`config.mk`:
```
export PLATFORM = sky130hd
export DESIGN_NAME = operand_fetch_flat
export DESIGN_NICKNAME = d
export VERILOG_FILES = /design/src/rtl/operand_fetch_if.sv /design/src/rtl/operand_fetch.sv /design/src/flat_wrapper.sv
export SDC_FILE = /design/constraint.sdc
export NUM_CORES = 2
export LEC_CHECK = 0
export CORE_MARGIN = 2
export CORE_UTILIZATION = 25
export DETAILED_ROUTE_END_ITERATION = 10
export MAX_ROUTING_LAYER = met4
export PLACE_DENSITY = 0.36
export SYNTH_ARGS = -nofsm -noshare
export SYNTH_HDL_FRONTEND = slang
export SYNTH_SLANG_ARGS = --single-unit
```
`constraint.sdc`:
```
create_clock -name clock -period 8.83 [get_ports clock]
set_input_delay 2.2075 -clock clock [delete_from_list [all_inputs] [get_ports clock]]
set_output_delay 2.2075 -clock clock [all_outputs]
set_load 0.01 [all_outputs]
```
`src/rtl/operand_fetch_if.sv`:
```
// operand_fetch_if: instruction, ALU operand and writeback bundle around operand_fetch
// slave: the issue stage. It takes in the instruction, alu_ready and writeback,
//        and drives instruction_ready, the ALU operand set and illegal_instruction.
// master: the surrounding fetch, ALU and writeback logic.
interface operand_fetch_if;
  logic        instruction_valid;
  logic [31:0] instruction;
  logic        instruction_ready;
  logic        alu_valid;
  logic        alu_ready;
  logic [2:0]  funct3;
  logic [31:0] register_data_1;
  logic [31:0] register_data_2;
  logic [4:0]  alu_rd;
  logic        writeback_enable;
  logic [4:0]  writeback_address;
  logic [31:0] writeback_data;
  logic        illegal_instruction;
  modport slave (
    input  instruction_valid, instruction, alu_ready,
    input  writeback_enable, writeback_address, writeback_data,
    output instruction_ready, alu_valid, funct3, register_data_1, register_data_2, alu_rd,
    output illegal_instruction
  );
  modport master (
    output instruction_valid, instruction, alu_ready,
    output writeback_enable, writeback_address, writeback_data,
    input  instruction_ready, alu_valid, funct3, register_data_1, register_data_2, alu_rd,
    input  illegal_instruction
  );
endinterface

```
`src/rtl/operand_fetch.sv`:
```
// operand_fetch: RV32I OP/OP-IMM issue stage with register file, busy scoreboard and registered ALU operand stage
// clock   : rising-edge clock
// reset_n : asynchronous active-low reset
// bus     : operand_fetch_if.slave. It carries the instruction handshake, the
//           registered ALU operand set with valid/ready, the writeback port and
//           the illegal_instruction pulse.
module operand_fetch (
  input logic clock,
  input logic reset_n,
  operand_fetch_if.slave bus
);
  logic [6:0]  opcode, funct7;
  logic [4:0]  rs1, rs2, rd;
  logic [2:0]  f3;
  logic        is_op, is_imm, is_shift, legal, hazard, accept;
  logic [31:0] busy, wb_mask, live_busy, rs1_value, rs2_value, operand_2;
  logic [31:0] rf [32];
  always_comb begin
    opcode = bus.instruction[6:0];
    rd = bus.instruction[11:7];
    f3 = bus.instruction[14:12];
    rs1 = bus.instruction[19:15];
    rs2 = bus.instruction[24:20];
    funct7 = bus.instruction[31:25];
    is_op = opcode == 7'b0110011;
    is_imm = opcode == 7'b0010011;
    is_shift = f3 == 3'd1 || f3 == 3'd5;
    legal = is_op ? funct7 == '0 : is_imm && (!is_shift || funct7 == '0);
    // a register being written back this cycle no longer blocks issue
    wb_mask = bus.writeback_enable ? 32'd1 << bus.writeback_address : '0;
    live_busy = busy & ~wb_mask;
    hazard = legal && (live_busy[rs1] || live_busy[rd] || (is_op && live_busy[rs2]));
    bus.instruction_ready = (!bus.alu_valid || bus.alu_ready) && !hazard;
    accept = bus.instruction_valid && bus.instruction_ready;
    rs1_value = rs1 == '0 ? '0 :
                bus.writeback_enable && bus.writeback_address == rs1 ? bus.writeback_data : rf[rs1];
    rs2_value = rs2 == '0 ? '0 :
                bus.writeback_enable && bus.writeback_address == rs2 ? bus.writeback_data : rf[rs2];
    operand_2 = is_op ? rs2_value :
                is_shift ? {27'd0, bus.instruction[24:20]} :
                {{20{bus.instruction[31]}}, bus.instruction[31:20]};
  end
  always_ff @(posedge clock or negedge reset_n)
    if (!reset_n)
      for (int i = 0; i < 32; i++) rf[i] <= '0;
    else if (bus.writeback_enable && bus.writeback_address != '0)
      rf[bus.writeback_address] <= bus.writeback_data;
  always_ff @(posedge clock or negedge reset_n)
    if (!reset_n) begin
      busy <= '0;
      bus.alu_valid <= 1'b0;
      bus.illegal_instruction <= 1'b0;
      bus.funct3 <= '0;
      bus.register_data_1 <= '0;
      bus.register_data_2 <= '0;
      bus.alu_rd <= '0;
    end else begin
      // issue sets after the writeback clear, so a same-cycle rd match stays busy
      busy <= (live_busy | (accept && legal ? 32'd1 << rd : '0)) & ~32'd1;
      bus.illegal_instruction <= accept && !legal;
      if (accept && legal) begin
        bus.alu_valid <= 1'b1;
        bus.funct3 <= f3;
        bus.register_data_1 <= rs1_value;
        bus.register_data_2 <= operand_2;
        bus.alu_rd <= rd;
      end else if (bus.alu_ready)
        bus.alu_valid <= 1'b0;
    end
endmodule
```
`src/flat_wrapper.sv`:
```
// flat-port wrapper written by rule: the top's interface ports become plain ports
module operand_fetch_flat 
  (clock, reset_n, bus_instruction_valid, bus_instruction, bus_alu_ready, bus_writeback_enable, bus_writeback_address, bus_writeback_data, bus_instruction_ready, bus_alu_valid, bus_funct3, bus_register_data_1, bus_register_data_2, bus_alu_rd, bus_illegal_instruction);
  operand_fetch_if bus_i ();
  input logic clock;
  input logic reset_n;
  input wire logic [$bits(bus_i.instruction_valid)-1:0] bus_instruction_valid;
  input wire logic [$bits(bus_i.instruction)-1:0] bus_instruction;
  input wire logic [$bits(bus_i.alu_ready)-1:0] bus_alu_ready;
  input wire logic [$bits(bus_i.writeback_enable)-1:0] bus_writeback_enable;
  input wire logic [$bits(bus_i.writeback_address)-1:0] bus_writeback_address;
  input wire logic [$bits(bus_i.writeback_data)-1:0] bus_writeback_data;
  output wire logic [$bits(bus_i.instruction_ready)-1:0] bus_instruction_ready;
  output wire logic [$bits(bus_i.alu_valid)-1:0] bus_alu_valid;
  output wire logic [$bits(bus_i.funct3)-1:0] bus_funct3;
  output wire logic [$bits(bus_i.register_data_1)-1:0] bus_register_data_1;
  output wire logic [$bits(bus_i.register_data_2)-1:0] bus_register_data_2;
  output wire logic [$bits(bus_i.alu_rd)-1:0] bus_alu_rd;
  output wire logic [$bits(bus_i.illegal_instruction)-1:0] bus_illegal_instruction;
  assign bus_i.instruction_valid = bus_instruction_valid;
  assign bus_i.instruction = bus_instruction;
  assign bus_i.alu_ready = bus_alu_ready;
  assign bus_i.writeback_enable = bus_writeback_enable;
  assign bus_i.writeback_address = bus_writeback_address;
  assign bus_i.writeback_data = bus_writeback_data;
  assign bus_instruction_ready = bus_i.instruction_ready;
  assign bus_alu_valid = bus_i.alu_valid;
  assign bus_funct3 = bus_i.funct3;
  assign bus_register_data_1 = bus_i.register_data_1;
  assign bus_register_data_2 = bus_i.register_data_2;
  assign bus_alu_rd = bus_i.alu_rd;
  assign bus_illegal_instruction = bus_i.illegal_instruction;
  operand_fetch u_core (.clock(clock), .reset_n(reset_n), .bus(bus_i));
endmodule
```
### Yosys cells after proc, flatten, opt, wreduce, memory -nomap -nowiden

Index checks and enable logic that the tools add are counted.

| storage, ports and cells | value |
|---|---|
| memories | 0 |
| bits in registers | 1129 |
| latch bits | 0 |
| word-level logic and storage cells | 111 |
| bits in read-only memories | 0 |
| memory bits (writable) | 0 |

| operators by class | value |
|---|---|
| multipliers | 0 |
| bitwise operators | 6 |
| add/subtract/negate cells | 0 |
| reduce and logical (&&, ||, !) cells | 25 |
| shifts and indexed selects | 2 |
| $lt $le $gt $ge | 7 |
| divide/modulo/power cells | 0 |
| multiplexer cells | 26 |
| equal/unequal tests | 6 |

Operator list:

| operator | count |
|---|---|
| $bwmux W1024 | 1 |
| $mux W32 | 13 |
| $bmux W32 S5 | 2 |
| $demux W32 S5 | 1 |
| $shl A1 B5 Y32 const A | 2 |
| $and A32 B32 Y32 | 1 |
| $not A32 Y32 | 1 |
| $or A32 B32 Y32 | 1 |
| $ge A6 B6 Y1 const B | 3 |
| $lt A5 B6 Y1 const B | 3 |
| $not A5 Y6 | 3 |
| $bmux W1 S5 | 3 |
| $logic_and A1 B1 Y1 | 11 |
| $eq A5 B5 Y1 | 2 |
| $logic_not A5 Y1 | 2 |
| $eq A7 B5 Y1 const B | 1 |
| $eq A7 B6 Y1 const B | 1 |
| $logic_not A7 Y1 | 1 |
| $lt A6 B1 Y1 const B | 1 |
| $mux W1 | 6 |
| $logic_or A1 B1 Y1 | 5 |
| $reduce_bool A5 Y1 | 1 |
| $logic_not A1 Y1 | 4 |
| $eq A3 B1 Y1 const B | 1 |
| other kinds (2) | 2 |

### Longest topological paths before layout

| depth | value |
|---|---|
| word-level depth | 15 |
| mapped depth | 13 |

### Least setup slack after synthesis

OpenSTA, ideal clock, no wires.

| timing | value |
|---|---|
| path type | input to output |
| from | in bus_writeback_address[0] |
| to | out bus_instruction_ready |
| data arrival time | 4.095 ns |
| path slack | 2.527 ns |
| required time | 6.622 ns |
| stages on the path | 10 |
| cell sequence | buf_2 -> or2_1 -> clkbuf_1 -> o2111ai_1 -> o311ai_0 -> o31a_1 -> a41o_1 -> a21oi_2 -> nand3_1 -> a21boi_0 |

| between the ends | value |
|---|---|
| longest elaborated chain between the ends | 11 |
| elaborated cells on any way between the ends | 16 |

Ends and longest elaborated chain:

| element | RTL line | source |
|---|---|---|
| start, declared | flat_wrapper.sv:11 | `input wire logic [$bits(bus_i.writeback_address)-1:0] bus_writeback_address;` |
| $shl A1 B5 Y32 (*) | operand_fetch.sv:30 | `wb_mask = bus.writeback_enable ? 32'd1 << bus.writeback_address : '0;` |
| $mux W32 (*) | operand_fetch.sv:30 |  |
| $not A32 Y32 (*) | operand_fetch.sv:31 | `live_busy = busy & ~wb_mask;` |
| $and A32 B32 Y32 (*) | operand_fetch.sv:31 |  |
| $bmux W1 S5 | operand_fetch.sv:32 | `hazard = legal && (live_busy[rs1] \|\| live_busy[rd] \|\| (is_op && live_busy[rs2]));` |
| $mux W1 (not written as such) | operand_fetch.sv:32 |  |
| $logic_or A1 B1 Y1 / $logic_and A1 B1 Y1 (equally long branches) | operand_fetch.sv:32 |  |
| $logic_or A1 B1 Y1 (*) | operand_fetch.sv:32 |  |
| $logic_and A1 B1 Y1 (*) | operand_fetch.sv:32 |  |
| $logic_not A1 Y1 (*) | operand_fetch.sv:33 | `bus.instruction_ready = (!bus.alu_valid \|\| bus.alu_ready) && !hazard;` |
| $logic_and A1 B1 Y1 (*) | operand_fetch.sv:33 |  |
| end, declared | flat_wrapper.sv:13 | `output wire logic [$bits(bus_i.instruction_ready)-1:0] bus_instruction_ready;` |

Every way passes the cells marked *; elsewhere a longest branch is shown, timed or not. The select of a mux whose other input is x is not followed.

### Worst setup path after layout

| timing | value |
|---|---|
| from | in bus_writeback_address[3] |
| to | out bus_instruction_ready |

The elaborated chain is that of the path after synthesis.

==> impl_metrics.prom <==
# TYPE chip_impl_metric gauge
chip_impl_info{name="result_of_the_run",value="finished, final reports clean"} 1
chip_impl_info{name="min_delay_worst_endpoint",value="u_core.rf[1015]$_DFFE_PN0P_"} 1
chip_impl_metric{name="first_global_vias",unit=""} 42700
chip_impl_metric{name="power.leakage",unit="nW"} 30.5
chip_impl_metric{name="synth_fp_nets",unit=""} 4626
chip_impl_metric{name="place_worst_setup_slack",unit="ps"} 546
chip_impl_metric{name="clock_sink_count",unit=""} 1129
chip_impl_info{name="reg2reg_from",value="u_core.busy[8]$_DFF_PN0_"} 1
chip_impl_metric{name="post_synth_edffs",unit=""} 0
chip_impl_info{name="grt_setup_unrepaired",value="false"} 1
chip_impl_metric{name="ctsHtreeMaxLevel",unit=""} 4
chip_impl_metric{name="path_clk_slew",unit="ps"} 50
chip_impl_metric{name="detail_route.iter0.violations",unit=""} 3480
chip_impl_metric{name="combinationalPowerShare",unit="%"} 18.8
chip_impl_metric{name="post-route-cell-area",unit="sq um"} 70900
chip_impl_metric{name="timing.critical_path.required",unit="ps"} 6620
chip_impl_metric{name="hold_viol",unit=""} 0
chip_impl_metric{name="finalMaxSlewViolations",unit=""} 0
chip_impl_metric{name="power.share.switching",unit="%"} 28.1
chip_impl_metric{name="pwr_density_cell",unit="nW/um^2"} 225
chip_impl_metric{name="cts_repair_resize_count",unit=""} 0
chip_impl_metric{name="design.core.area",unit="sq um"} 241000
chip_impl_metric{name="dieHeight",unit="um"} 497
chip_impl_metric{name="highest_fanout_seen_on_the_critical_path",unit=""} 13
chip_impl_info{name="startpoint_type",value="input port"} 1
chip_impl_metric{name="rrSetupSlack",unit="ps"} 5820
chip_impl_metric{name="die_area",unit="sq um"} 247000
chip_impl_metric{name="syn-instance-count",unit=""} 4552
chip_impl_metric{name="final_critical_path_setup_slack",unit="ps"} 482
chip_impl_metric{name="syn-mean-instance-area",unit="sq um"} 13.3
chip_impl_metric{name="clock.fmax",unit="GHz"} 0.120
chip_impl_info{name="post_synth_most_frequent_cells",value="sky130_fd_sc_hd__dfrtp_1 (1129), sky130_fd_sc_hd__mux2_2 (912), sky130_fd_sc_hd__nand2_1 (515)"} 1
chip_impl_metric{name="die_w",unit="um"} 497
chip_impl_metric{name="vias",unit=""} 41100
chip_impl_metric{name="antenna_left",unit=""} 0
chip_impl_metric{name="drt-wirelength-per-cell",unit="um"} 31.5
chip_impl_info{name="crit_path_end_kind",value="output port"} 1
chip_impl_metric{name="worst_clock_skew",unit="ps"} 33.3
chip_impl_metric{name="tightest_slew_margin_relative_to_the_limit",unit="%"} 20.1
chip_impl_info{name="hold_path_startpoint",value="u_core.rf[1015]$_DFFE_PN0P_"} 1
chip_impl_info{name="busiest_layer",value="met2"} 1
chip_impl_metric{name="synth_to_layout_area_growth",unit="%"} 16.7
chip_impl_metric{name="period_share",unit="%"} 94.5
chip_impl_metric{name="grt.met3_usage",unit="%"} 3.28
chip_impl_metric{name="tightest_slew",unit="ps"} 1190
chip_impl_metric{name="synth.yosys.seq_area_share",unit="%"} 46.5
chip_impl_metric{name="grt_overflow",unit=""} 0
chip_impl_metric{name="ir_drop",unit="V"} 0.000201
chip_impl_info{name="tritoncts",value="built"} 1
chip_impl_metric{name="grt_start_max_net_pins",unit=""} 152
chip_impl_metric{name="hold_path_depth",unit=""} 0
chip_impl_metric{name="cts_inserted_buffers",unit=""} 148
chip_impl_metric{name="final_layout_size_suffix_gt1_share",unit="%"} 40.6
chip_impl_metric{name="placement.cell_area",unit="sq um"} 66000
chip_impl_metric{name="fin_util",unit="%"} 29.4
chip_impl_metric{name="routed_via_density",unit=""} 5.24
chip_impl_metric{name="power_frac_clock",unit="%"} 38.9
chip_impl_metric{name="cts_setup_buffers",unit=""} 0
chip_impl_metric{name="global_route_total_usage_across_every_layer",unit="%"} 20.4
chip_impl_metric{name="drt_wl_total",unit="um"} 247000
chip_impl_info{name="ys_top_cells_by_area",value="sky130_fd_sc_hd__dfrtp_1 (47%), sky130_fd_sc_hd__mux4_2 (17%), sky130_fd_sc_hd__mux2_2 (17%), sky130_fd_sc_hd__mux2i_1 (4.0%), sky130_fd_sc_hd__nand2_1 (3.2%)"} 1
chip_impl_info{name="min_path_type",value="flop to flop"} 1
chip_impl_metric{name="p_int",unit="mW"} 11.5
chip_impl_metric{name="power.switching",unit="mW"} 4.47
chip_impl_metric{name="yosys.cell_types.count",unit=""} 68
chip_impl_metric{name="proportion_of_power_drawn_by_flip_flops_and_latches",unit="%"} 42.3
chip_impl_metric{name="grt_first_pass_wirelength",unit="um"} 352000
chip_impl_metric{name="final_gp_congestion",unit=""} 0.827
chip_impl_metric{name="worst_ep_arrival_time",unit="ps"} 6140
chip_impl_metric{name="worst-r2r-cell-count",unit=""} 8
chip_impl_info{name="synth_most_common_cell",value="sky130_fd_sc_hd__dfrtp_1"} 1
chip_impl_metric{name="dp.final_hpwl",unit="um"} 141000
chip_impl_metric{name="grt_util_met2",unit="%"} 30.7
chip_impl_info{name="root_buffer",value="sky130_fd_sc_hd__clkbuf_16"} 1
chip_impl_metric{name="final-setup-viol-count",unit=""} 0
chip_impl_info{name="worstSetupPathType",value="input port to output port"} 1
chip_impl_metric{name="placementRows",unit=""} 180
chip_impl_metric{name="ioPinCount",unit=""} 149
chip_impl_metric{name="place.port_buffers",unit=""} 148
chip_impl_metric{name="clk-insertion-delay-late",unit="ps"} 810
chip_impl_metric{name="mappedNetlistArea",unit="sq um"} 60800
chip_impl_metric{name="postSynthRegisterBits",unit=""} 1129
chip_impl_info{name="worstReg2RegEnd",value="u_core.bus.register_data_1[10]$_DFFE_PN0P_"} 1
chip_impl_metric{name="remaining_drc_errors",unit=""} 0
chip_impl_info{name="synthDominantAreaCellType",value="sky130_fd_sc_hd__dfrtp_1"} 1
chip_impl_metric{name="cts.hold.buffers_added",unit=""} 0
chip_impl_info{name="synth_top_flop_cell",value="sky130_fd_sc_hd__dfrtp_1"} 1
chip_impl_metric{name="detailedRoute.firstPassIterationCount",unit=""} 6
chip_impl_metric{name="final_nets",unit=""} 4608
chip_impl_metric{name="max-cap-violations",unit=""} 0
chip_impl_metric{name="synth_warnings",unit=""} 0
chip_impl_metric{name="tns",unit="ps"} 0
chip_impl_metric{name="antenna_found_initial",unit=""} 19
chip_impl_metric{name="yosys.area.top_type_share",unit="%"} 46.5
chip_impl_metric{name="globalRouteMet1Util",unit="%"} 28.7
chip_impl_metric{name="total_power",unit="mW"} 15.9
chip_impl_metric{name="initial_utilization",unit="%"} 25.2
chip_impl_metric{name="cts.path.max_buffers",unit=""} 3
chip_impl_metric{name="synthArstFlopShare",unit="%"} 100
chip_impl_metric{name="min_period",unit="ps"} 8350
## layer usage
| layer | wire length (um) | part of all wire [%] |
|---|---|---|
| met5 | 0 | 0 |
| met4 | 6200 | 2.5 |
| met3 | 12300 | 5.0 |
| met2 | 112000 | 45 |
| met1 | 117000 | 47 |
## power by group through the flow
stage	Sequential [mW]	Clock [mW]	Combinational [mW]
floorplan	6.58	0	2.17
global placement	6.79	0	3.00
detailed placement	6.81	0	3.02
CTS	6.73	6.39	3.04
global route	6.87	6.60	3.24
finish	6.74	6.20	3.00
## placed cells by master (no fill, tap or decap), drive strengths merged, types with 8 or more instances in the layout
master	n
inv	16
clkbuf	238
nand2	516
a21oi	74
nor2	78
clkinv	16
nand4	12
buf	181
a22oi	109
nand3	77
o221ai	20
nand2b	10
mux2	970
a221oi	31
diode	9
o211ai	10
nor3	12
dfrtp	1129
a211oi	37
mux2i	240
xor2	8
o2111ai	30
clkdlybuf4s50	137
o21ai	146
mux4	460
## stage by stage
stage	cells	hold WS, ps
2_1_floorplan	4552	441
3_3_place_gp	7569	378
3_5_place_dp	7569	384
4_1_cts	7834	396
5_1_grt	7836	410
6_report	7843	395
## sequential cells by signal, summed over array words and instances, names as in the netlist
name and flops:
u_core.bus.alu_valid 1, u_core.bus.register_data_1 32, u_core.bus.illegal_instruction 1, u_core.rf 1024
u_core.bus.register_data_2 32, u_core.bus.funct3 3, u_core.busy 31, u_core.bus.alu_rd 5
## cells by family (layout without fill, tap and decap cells)
| group | after synthesis | after routing | synth area share [%] |
|---|---|---|---|
| flops | 1129 | 1129 | 46.5 |
| compound gates | 496 | 496 | 5.45 |
| xor+xnor | 10 | 10 | 0.144 |
| mux | 1670 | 1670 | 39.3 |
| simple gates | 749 | 749 | 5.21 |
| buf+inv | 498 | 595 | 3.36 |
| other cells | 0 | 9 | 0 |
## worst max-delay path by stage
stage	from	slack (ps)	to
after floorplan	bus_writeback_address[0]	2530	bus_instruction_ready
after global placement	bus_writeback_address[3]	480	bus_instruction_ready
after detailed placement	bus_writeback_address[3]	550	bus_instruction_ready
after CTS	bus_writeback_address[2]	500	bus_instruction_ready
after global routing	bus_writeback_address[3]	260	bus_instruction_ready
final	bus_writeback_address[3]	480	bus_instruction_ready
## critical path: stages
cell and delay [ps]:
sky130_fd_sc_hd__clkdlybuf4s50_1 710, sky130_fd_sc_hd__nand4b_2 590, sky130_fd_sc_hd__o21ai_0 440, sky130_fd_sc_hd__mux2i_1 120, sky130_fd_sc_hd__a2111oi_0 520, sky130_fd_sc_hd__a41oi_1 130
sky130_fd_sc_hd__o211ai_1 250, sky130_fd_sc_hd__nand3_1 270, sky130_fd_sc_hd__a21boi_0 300, sky130_fd_sc_hd__clkdlybuf4s50_1 580
## cell type report
class,count,area [sq um]
Antenna cell,9,22.5
Clock buffer,238,4550
Clock inverter,27,363
Fill cell,24200,170000
Inverter,12,45.0
Multi-Input combinational cell,2925,30800
Sequential cell,1129,28300
Tap cell,3185,3990
Timing Repair Buffer,318,2890
Note: power is estimated with default switching activity, not from simulation.
